File: src/rtl/risc_pkg.sv
// Shared widths and FSM state encoding for the two-port memory arbiter.
package risc_pkg;

    localparam int unsigned DATA_WIDTH = 8;
    localparam int unsigned ADDR_WIDTH = 5;
    localparam int unsigned MAX_BURST  = 4;

    typedef enum logic [1:0] {
        IDLE  = 2'd0,
        ISSUE = 2'd1,
        RESP  = 2'd2
    } arb_state_t;

endpackage

File: src/rtl/rr_pick2.sv
// Two-way round-robin pick: a lone requester wins, a tie goes to the port
// that was not granted last.
module rr_pick2 (
    input  logic [1:0] req,
    input  logic       last,
    output logic       winner,
    output logic       valid
);

    // Tie-break toward the port that did not win most recently
    always_comb begin
        valid  = |req;
        winner = 1'b0;
        if (req == 2'b11) begin
            winner = ~last;
        end else begin
            winner = req[1];
        end
    end

endmodule

File: src/rtl/mem_arbiter.sv
// Two-port single-memory arbiter: CPU on port 0, loader/DMA on port 1,
// round-robin on ties, optional locked bursts capped at MAX_BURST beats.
module mem_arbiter #(
    parameter int unsigned DATA_WIDTH = risc_pkg::DATA_WIDTH,
    parameter int unsigned ADDR_WIDTH = risc_pkg::ADDR_WIDTH,
    parameter int unsigned MAX_BURST  = risc_pkg::MAX_BURST
) (
    input  logic                  clk,
    input  logic                  rst,
    input  logic                  req0,
    input  logic                  req1,
    input  logic                  we0,
    input  logic                  we1,
    input  logic                  lock0,
    input  logic                  lock1,
    input  logic [ADDR_WIDTH-1:0] addr0,
    input  logic [ADDR_WIDTH-1:0] addr1,
    input  logic [DATA_WIDTH-1:0] wdata0,
    input  logic [DATA_WIDTH-1:0] wdata1,
    output logic                  gnt0,
    output logic                  gnt1,
    output logic                  rvalid0,
    output logic                  rvalid1,
    output logic [DATA_WIDTH-1:0] rdata,
    output logic                  mem_rd,
    output logic                  mem_wr,
    output logic [ADDR_WIDTH-1:0] mem_addr,
    output logic [DATA_WIDTH-1:0] mem_wdata,
    input  logic [DATA_WIDTH-1:0] mem_rdata,
    output logic                  owner,
    output logic                  busy
);

    import risc_pkg::*;

    localparam int unsigned BEAT_W = $clog2(MAX_BURST + 1);

    arb_state_t            state;
    arb_state_t            state_n;
    logic                  win;
    logic                  win_n;
    logic                  we_q;
    logic                  we_n;
    logic [ADDR_WIDTH-1:0] addr_q;
    logic [ADDR_WIDTH-1:0] addr_n;
    logic [DATA_WIDTH-1:0] wdata_q;
    logic [DATA_WIDTH-1:0] wdata_n;
    logic [BEAT_W-1:0]     beat_cnt;
    logic [BEAT_W-1:0]     beat_n;
    logic                  last_grant;
    logic                  last_n;

    logic                  pick_winner;
    logic                  pick_valid;
    logic                  src_port;
    logic                  src_we;
    logic [ADDR_WIDTH-1:0] src_addr;
    logic [DATA_WIDTH-1:0] src_wdata;
    logic                  cont;
    logic                  in_issue;
    logic                  in_resp;

    rr_pick2 u_pick (
        .req    ({req1, req0}),
        .last   (last_grant),
        .winner (pick_winner),
        .valid  (pick_valid)
    );

    // Port whose inputs get latched: the arbitration winner from IDLE,
    // otherwise the current owner continuing a locked burst
    assign src_port  = (state == IDLE) ? pick_winner : win;
    assign src_we    = src_port ? we1    : we0;
    assign src_addr  = src_port ? addr1  : addr0;
    assign src_wdata = src_port ? wdata1 : wdata0;

    // Owner still asking for a locked beat and has budget left
    assign cont = (win ? (req1 && lock1) : (req0 && lock0))
                  && (beat_cnt < BEAT_W'(MAX_BURST));

    // Next-state, latch and beat-counter logic
    always_comb begin
        state_n = state;
        win_n   = win;
        we_n    = we_q;
        addr_n  = addr_q;
        wdata_n = wdata_q;
        beat_n  = beat_cnt;
        last_n  = last_grant;

        case (state)
            IDLE: begin
                if (pick_valid) begin
                    state_n = ISSUE;
                    win_n   = pick_winner;
                    we_n    = src_we;
                    addr_n  = src_addr;
                    wdata_n = src_wdata;
                    beat_n  = BEAT_W'(1);
                    last_n  = pick_winner;
                end
            end
            ISSUE, RESP: begin
                if ((state == ISSUE) && !we_q) begin
                    state_n = RESP;
                end else if (cont) begin
                    state_n = ISSUE;
                    we_n    = src_we;
                    addr_n  = src_addr;
                    wdata_n = src_wdata;
                    beat_n  = beat_cnt + BEAT_W'(1);
                    last_n  = win;
                end else begin
                    state_n = IDLE;
                end
            end
            default: begin
                state_n = IDLE;
            end
        endcase
    end

    // State and latched-command registers with synchronous active-low reset
    always_ff @(posedge clk) begin
        if (!rst) begin
            state      <= IDLE;
            win        <= 1'b0;
            we_q       <= 1'b0;
            addr_q     <= '0;
            wdata_q    <= '0;
            beat_cnt   <= '0;
            last_grant <= 1'b1;
        end else begin
            state      <= state_n;
            win        <= win_n;
            we_q       <= we_n;
            addr_q     <= addr_n;
            wdata_q    <= wdata_n;
            beat_cnt   <= beat_n;
            last_grant <= last_n;
        end
    end

    // Strobes decode from registered state; a low rst kills them at once so
    // an access caught by reset issues nothing further
    assign in_issue = rst && (state == ISSUE);
    assign in_resp  = rst && (state == RESP);

    // Outputs: memory command in ISSUE, read return in RESP
    always_comb begin
        gnt0      = in_issue && !win;
        gnt1      = in_issue && win;
        mem_rd    = in_issue && !we_q;
        mem_wr    = in_issue && we_q;
        mem_addr  = in_issue ? addr_q  : '0;
        mem_wdata = in_issue ? wdata_q : '0;
        rvalid0   = in_resp && !win;
        rvalid1   = in_resp && win;
        rdata     = in_resp ? mem_rdata : '0;
        busy      = rst && (state != IDLE);
        owner     = rst && win;
    end

endmodule

File: config.mk
export PLATFORM = sky130hd
export DESIGN_NAME = mem_arbiter
export DESIGN_NICKNAME = d
export VERILOG_FILES = /design/src/rtl/risc_pkg.sv /design/src/rtl/rr_pick2.sv /design/src/rtl/mem_arbiter.sv
export SDC_FILE = /design/constraint.sdc
export NUM_CORES = 1
export LEC_CHECK = 0
export BUFFER_PORTS_ARGS = -buffer_cell sky130_fd_sc_hd__buf_2
export CORE_MARGIN = 8
export CORE_UTILIZATION = 30
export CTS_CLUSTER_DIAMETER = 80
export DETAILED_ROUTE_END_ITERATION = 8
export PLACE_DENSITY = 0.7
export SETUP_SLACK_MARGIN = 0.2
export SLEW_MARGIN = 10
export SYNTH_ARGS = -nofsm -noshare
export SYNTH_HDL_FRONTEND = slang
export SYNTH_SLANG_ARGS = --single-unit
File: constraint.sdc
create_clock -name clk -period 1.9 [get_ports clk]
set_clock_uncertainty 0.05 [all_clocks]
set_input_delay 0.285 -clock clk [delete_from_list [all_inputs] [get_ports clk]]
set_output_delay 0.285 -clock clk [all_outputs]
set_load 0.01 [all_outputs]
# Yosys cells after proc, flatten, opt, wreduce, memory -nomap -nowiden
# Index checks and enable logic that the tools add are counted.
# classes
addsub,1
magnitude_cmp,1
eq_ne,6
n_mux,33
bitwise_logic,1
reduce_logical,23
# op_table
cell,count
8-bit two-way mux,6
5-bit two-way mux,5
8-bit one-hot mux with 2 select lines,1
1-bit logical AND,14
1-bit two-way mux,11
5-bit one-hot mux with 2 select lines,1
3-bit two-way mux,3
"2-bit inequality test, second input constant",3
3-bit one-hot mux with 2 select lines,1
"2-bit == test, second input constant",2
2-bit two-way mux,2
1-bit one-hot mux with 2 select lines,2
2-bit one-hot mux with 2 select lines,1
4-bit AND reduction,1
2-bit nonzero test,2
2-bit OR reduction,2
"3-bit by 1-bit adder with 3-bit output, second input constant",1
"3-bit less-than comparator, second input constant",1
"2-bit by 1-bit == test with 1-bit output, second input constant",1
1-bit logical NOT,2
2-bit logical NOT,1
2-bit AND reduction,1
1-bit inverter,1
# totals
reg_bits,21
out_inout_bits,29

# Logic depth before layout (Yosys ltp)
# logic_depth
ltp_word,7
mapped_depth,8
ltp_nobuf,6

# Hierarchy
# From an unflattened synthesis, not the netlist that was laid out.
# hier_totals
hier_cells,165
area_unflattened_um2,1417.6
# modules_own_cells
mod,n_inst,cells_per_inst,area_per_inst_um2,seq_area_each_um2
mem_arbiter,1,163,1403.8,420.4
rr_pick2,1,2,13.8,0.0

# Least setup slack after synthesis
# No wires, ideal clock.
# synth_timing
kind,flip-flop to flip-flop
from,reg state[0]
to,reg wdata_q[3]
arrival_ns,1.648
required_ns,1.724
path_slack_ns,0.076
path_stages_with_launch,9
path_buffers,2
period_less_slack_ns,1.824
cell_sequence,dfxtp_1 inv_1 ha_1 nor3b_4 nor3b_2 or2_1 buf_6 buf_6 a21oi_2
# synth_between
elab_chain_cells,6
elab_cells_between_ends,16
# synth_rtl
element,line_no,text
start: declaration,mem_arbiter.sv:38,arb_state_t state;
start signal: assignment,mem_arbiter.sv:134,state <= state_n;
2-bit logical NOT,"mem_arbiter.sv:72, mem_arbiter.sv:91",
1-bit two-way mux,mem_arbiter.sv:72,assign src_port = (state == IDLE) ? pick_winner : win;
8-bit two-way mux,mem_arbiter.sv:75,assign src_wdata = src_port ? wdata1 : wdata0;
8-bit two-way mux,mem_arbiter.sv:106,end else if (cont) begin
8-bit two-way mux,mem_arbiter.sv:104,if ((state == ISSUE) && !we_q) begin
8-bit one-hot mux with 2 select lines,mem_arbiter.sv:91,case (state)
end signal: assignment,mem_arbiter.sv:138,wdata_q <= wdata_n;
end: declaration,mem_arbiter.sv:46,logic [DATA_WIDTH-1:0] wdata_q;
# Several ways; a longest one is shown, not always the timed one. The select of a mux whose other input is x is not followed.
# A chain may end at the register's enable or synchronous reset.

# Worst setup path after layout
# layout_timing
from,reg state[0]
to,reg state[0]
# layout_between
elab_chain_cells,4
elab_cells_between_ends,8
# layout_rtl
element,line_no
2-bit by 1-bit == test with 1-bit output,"mem_arbiter.sv:91, mem_arbiter.sv:104"
1-bit logical AND,mem_arbiter.sv:104
2-bit two-way mux,mem_arbiter.sv:104
2-bit one-hot mux with 2 select lines,mem_arbiter.sv:91
# Several ways; a longest one is shown, not always the timed one.

==> impl_metrics.tcl <==
set metrics [dict create \
    synth_sequential_area_ratio_pct 31.6 \
    die_h_um 82.6 \
    timing.final.hold_violations 0 \
    hpwlAfterDp_um 2930 \
    grt.busiest_layer "met2" \
    synthesized_area_per_cell_um2 8.99 \
    cts_clock_pin_slew_for_the_worst_setup_and_hold_paths_ps 80 \
    gp_congestion 0.765 \
    synthCells 148 \
    vias_per_cell 4.87 \
    startpoint_type "register" \
    drive_gt1_share_pct 53.7 \
    synthDominantAreaCellType "sky130_fd_sc_hd__dfxtp_1" \
    mappedNetlistArea_um2 1330 \
    clock_power_share_pct 17.4 \
    internal_power_consumption_mw 1.11 \
    synth_area_leaders "sky130_fd_sc_hd__dfxtp_1, sky130_fd_sc_hd__and3_1, sky130_fd_sc_hd__mux2i_1" \
    nets 275 \
    first_pass_iters 4 \
    grt_pass1_vias 1371 \
    pwr-share-comb_pct 46.9 \
    n_antenna_cell 0 \
    num_rows 24 \
    die_width_um 82.6 \
    cts_num_sinks 21 \
    p_switching_mw 0.600 \
    rsz0062_at_grt "yes" \
    finalCritPeriodShare_pct 90.1 \
    final_cell_area_um2 2020 \
    slew-limit-headroom_pct 78.2 \
    gr-total-overflow 0 \
    cts_root_buffer "sky130_fd_sc_hd__clkbuf_8" \
    final_cell_count_no_fill 279 \
    fp.dieArea_um2 6820 \
    pin_count 71 \
    setup.worst_path.end_class "register" \
    timing.final.crit_period_ps 1710 \
    post_cts_hold_buffer_count 0 \
    worst_max_slew_pin_slew_ps 328 \
    post_drt_wl_per_cell_um 14.7 \
    p_total_mw 1.71 \
    dp_cells 268 \
    synth_ff_type "sky130_fd_sc_hd__dfxtp_1" \
    cts_made_buffers 3 \
    grt.met1_usage_pct 12.9 \
    slew_viol_final 0 \
    critPathArrivalTime_ps 1810 \
    worst-path-max-fanout 3 \
    postSynthNetCount 195 \
    dpl-instance-area_um2 1790 \
    global_route.usage.met2_pct 20.0 \
    buffer_ports.inserted 70 \
    cellPowerDensity_nw_per_um2 843 \
    power.static_leakage_nw 1.09 \
    dr.first_iter.drc_count 69 \
    outcome "finished, final reports clean" \
    grt.met3_usage_pct 3.46 \
    synth_most_common_cell "sky130_fd_sc_hd__and3_1" \
    setup-violations-final 0 \
    crit_path_kind "reg -> reg" \
    seq_power_share_pct 35.7 \
    ys_seq_elements 21 \
    initial_utilization_pct 30.8 \
    drt_drc_violations_left 0 \
    htreeDepth 1 \
    groute.usage.overall_pct 11.4 \
    achievable-frequency_mhz 584 \
    drv.max_cap_violation_count 0 \
    post_synth_most_frequent_cells "sky130_fd_sc_hd__and3_1, sky130_fd_sc_hd__dfxtp_1, sky130_fd_sc_hd__mux2i_1, sky130_fd_sc_hd__o31ai_1, sky130_fd_sc_hd__a21oi_2" \
    grt_pass1_wl_um 6150 \
    hold_path_class "in -> reg" \
    synth-async-reset-ratio_pct 0 \
    synthDominantCellAreaShare_pct 31.6 \
    area_growth_pct 52.0 \
    cts_tree "done" \
    synth_cell_types 31 \
    max-clock-path-buffers 2 \
    totalWireLength_um 4100 \
    switching_share_pct 35.2 \
    antenna_left 0 \
    utilization_pct 46.8 \
    routed-via-count 1358 \
    worstSkewPairLatency_ps 260 \
    antenna_found_initial 0 \
    critPathRequiredTime_ps 2000 \
    maximum_ir_drop_on_the_vdd_rail_mv 0.467 \
    grt_start_max_net_pins 22 \
    finalSetupTns_ps 0 \
    synth_enable_flop_cells 0 \
    coreArea_um2 4320 \
    ys.warnings.count 0 \
]
kinds of logic (layout without fill, tap and decap cells):
family	Yosys count	count (layout)	share of synthesized area [%]
AOI/OAI and AO/OA	36	36	21.3
DFF	21	21	31.6
and+or+nand+nor	55	55	24.6
adders and majority gates	5	5	4.70
muxes	15	15	11.3
buffers and inverters	16	95	6.49
layout by cell type, fill, tap and decap left out, types with 3 or more instances in the layout:
cell type | netlist | final
sky130_fd_sc_hd__buf_2 | 3 | 71
sky130_fd_sc_hd__and3_1 | 24 | 23
sky130_fd_sc_hd__dfxtp_1 | 21 | 18
sky130_fd_sc_hd__mux2i_1 | 15 | 15
sky130_fd_sc_hd__o31ai_1 | 14 | 12
sky130_fd_sc_hd__a21oi_2 | 10 | 10
sky130_fd_sc_hd__buf_4 | 2 | 10
sky130_fd_sc_hd__nand2_1 | 8 | 8
sky130_fd_sc_hd__nor2_1 | 7 | 7
sky130_fd_sc_hd__a21oi_1 | 6 | 6
sky130_fd_sc_hd__clkbuf_8 | 0 | 3
sky130_fd_sc_hd__buf_6 | 2 | 3
sky130_fd_sc_hd__buf_12 | 0 | 3
registers in the layout, indices dropped and copies added, names as in the netlist:
signal and cells:
state 2, we_q 1, addr_q 5, wdata_q 8, win 1, beat_cnt 3, last_grant 1
critical path, stage by stage, from the launching register on:
cell	delay [ps]
sky130_fd_sc_hd__dfxtp_4	380
sky130_fd_sc_hd__inv_4	40
sky130_fd_sc_hd__ha_4	280
sky130_fd_sc_hd__nand2b_4	60
sky130_fd_sc_hd__a211oi_4	250
sky130_fd_sc_hd__buf_4	180
sky130_fd_sc_hd__nor2_1	60
sky130_fd_sc_hd__o41ai_2	310
power groups by stage:
| stage | Sequential (mW) | Combinational [mW] | Clock (mW) |
|---|---|---|---|
| floorplan | 0.586 | 0.480 | 0 |
| global placement | 0.606 | 0.647 | 0 |
| detailed placement | 0.609 | 0.653 | 0 |
| CTS | 0.605 | 0.704 | 0.304 |
| global route | 0.619 | 0.864 | 0.326 |
| finish | 0.609 | 0.800 | 0.296 |
per-layer routing:
| metal | wire [µm] | vias up | part of all wire, % |
|---|---|---|---|
| li1 | - | 698 | - |
| met1 | 1790 | 615 | 44 |
| met2 | 2040 | 41 | 50 |
| met3 | 242 | 4 | 5.9 |
| met4 | 26 | 0 | 0.63 |
| met5 | 0 | - | 0 |
path summary, 6_finish.rpt:
| check | start | endpoint | slack [ps] | cells after the start |
|---|---|---|---|---|
| setup / recovery | state[0] | state[0] | 190 | 7 |
| hold / removal | wdata1[1] | wdata_q[1] | 260 | 3 |
| setup reg to reg | state[0] | state[0] | 190 | 7 |
| hold reg to reg | beat_cnt[1] | beat_cnt[1] | 430 | 2 |
through the flow:
| stage | hold slack [ps] | worst slack, ps |
|---|---|---|
| after floorplan | 390 | 214 |
| after global placement | 397 | 209 |
| after detailed placement | 405 | 124 |
| after CTS | 262 | 234 |
| after global routing | 262 | 97.2 |
| final | 264 | 188 |
repair_timing:
action / in CTS / in global routing
hold endpoints to repair: 0 / 0
buffers inserted: 4 / 1
pin swaps: 3 / 4
gates cloned: 1 / 1
gates resized for setup: 11 / 18
endpoints found under the setup margin: 40 / 29
cell type report:
class | count | area (µm²)
tap | 52 | 65.1
fill | 450 | 2300
inverter | 3 | 16.3
multi-input combinational | 111 | 920
clock buffer | 4 | 45.0
timing repair buffer | 88 | 549
sequential | 21 | 427
Power figures use the tool's default switching activity.
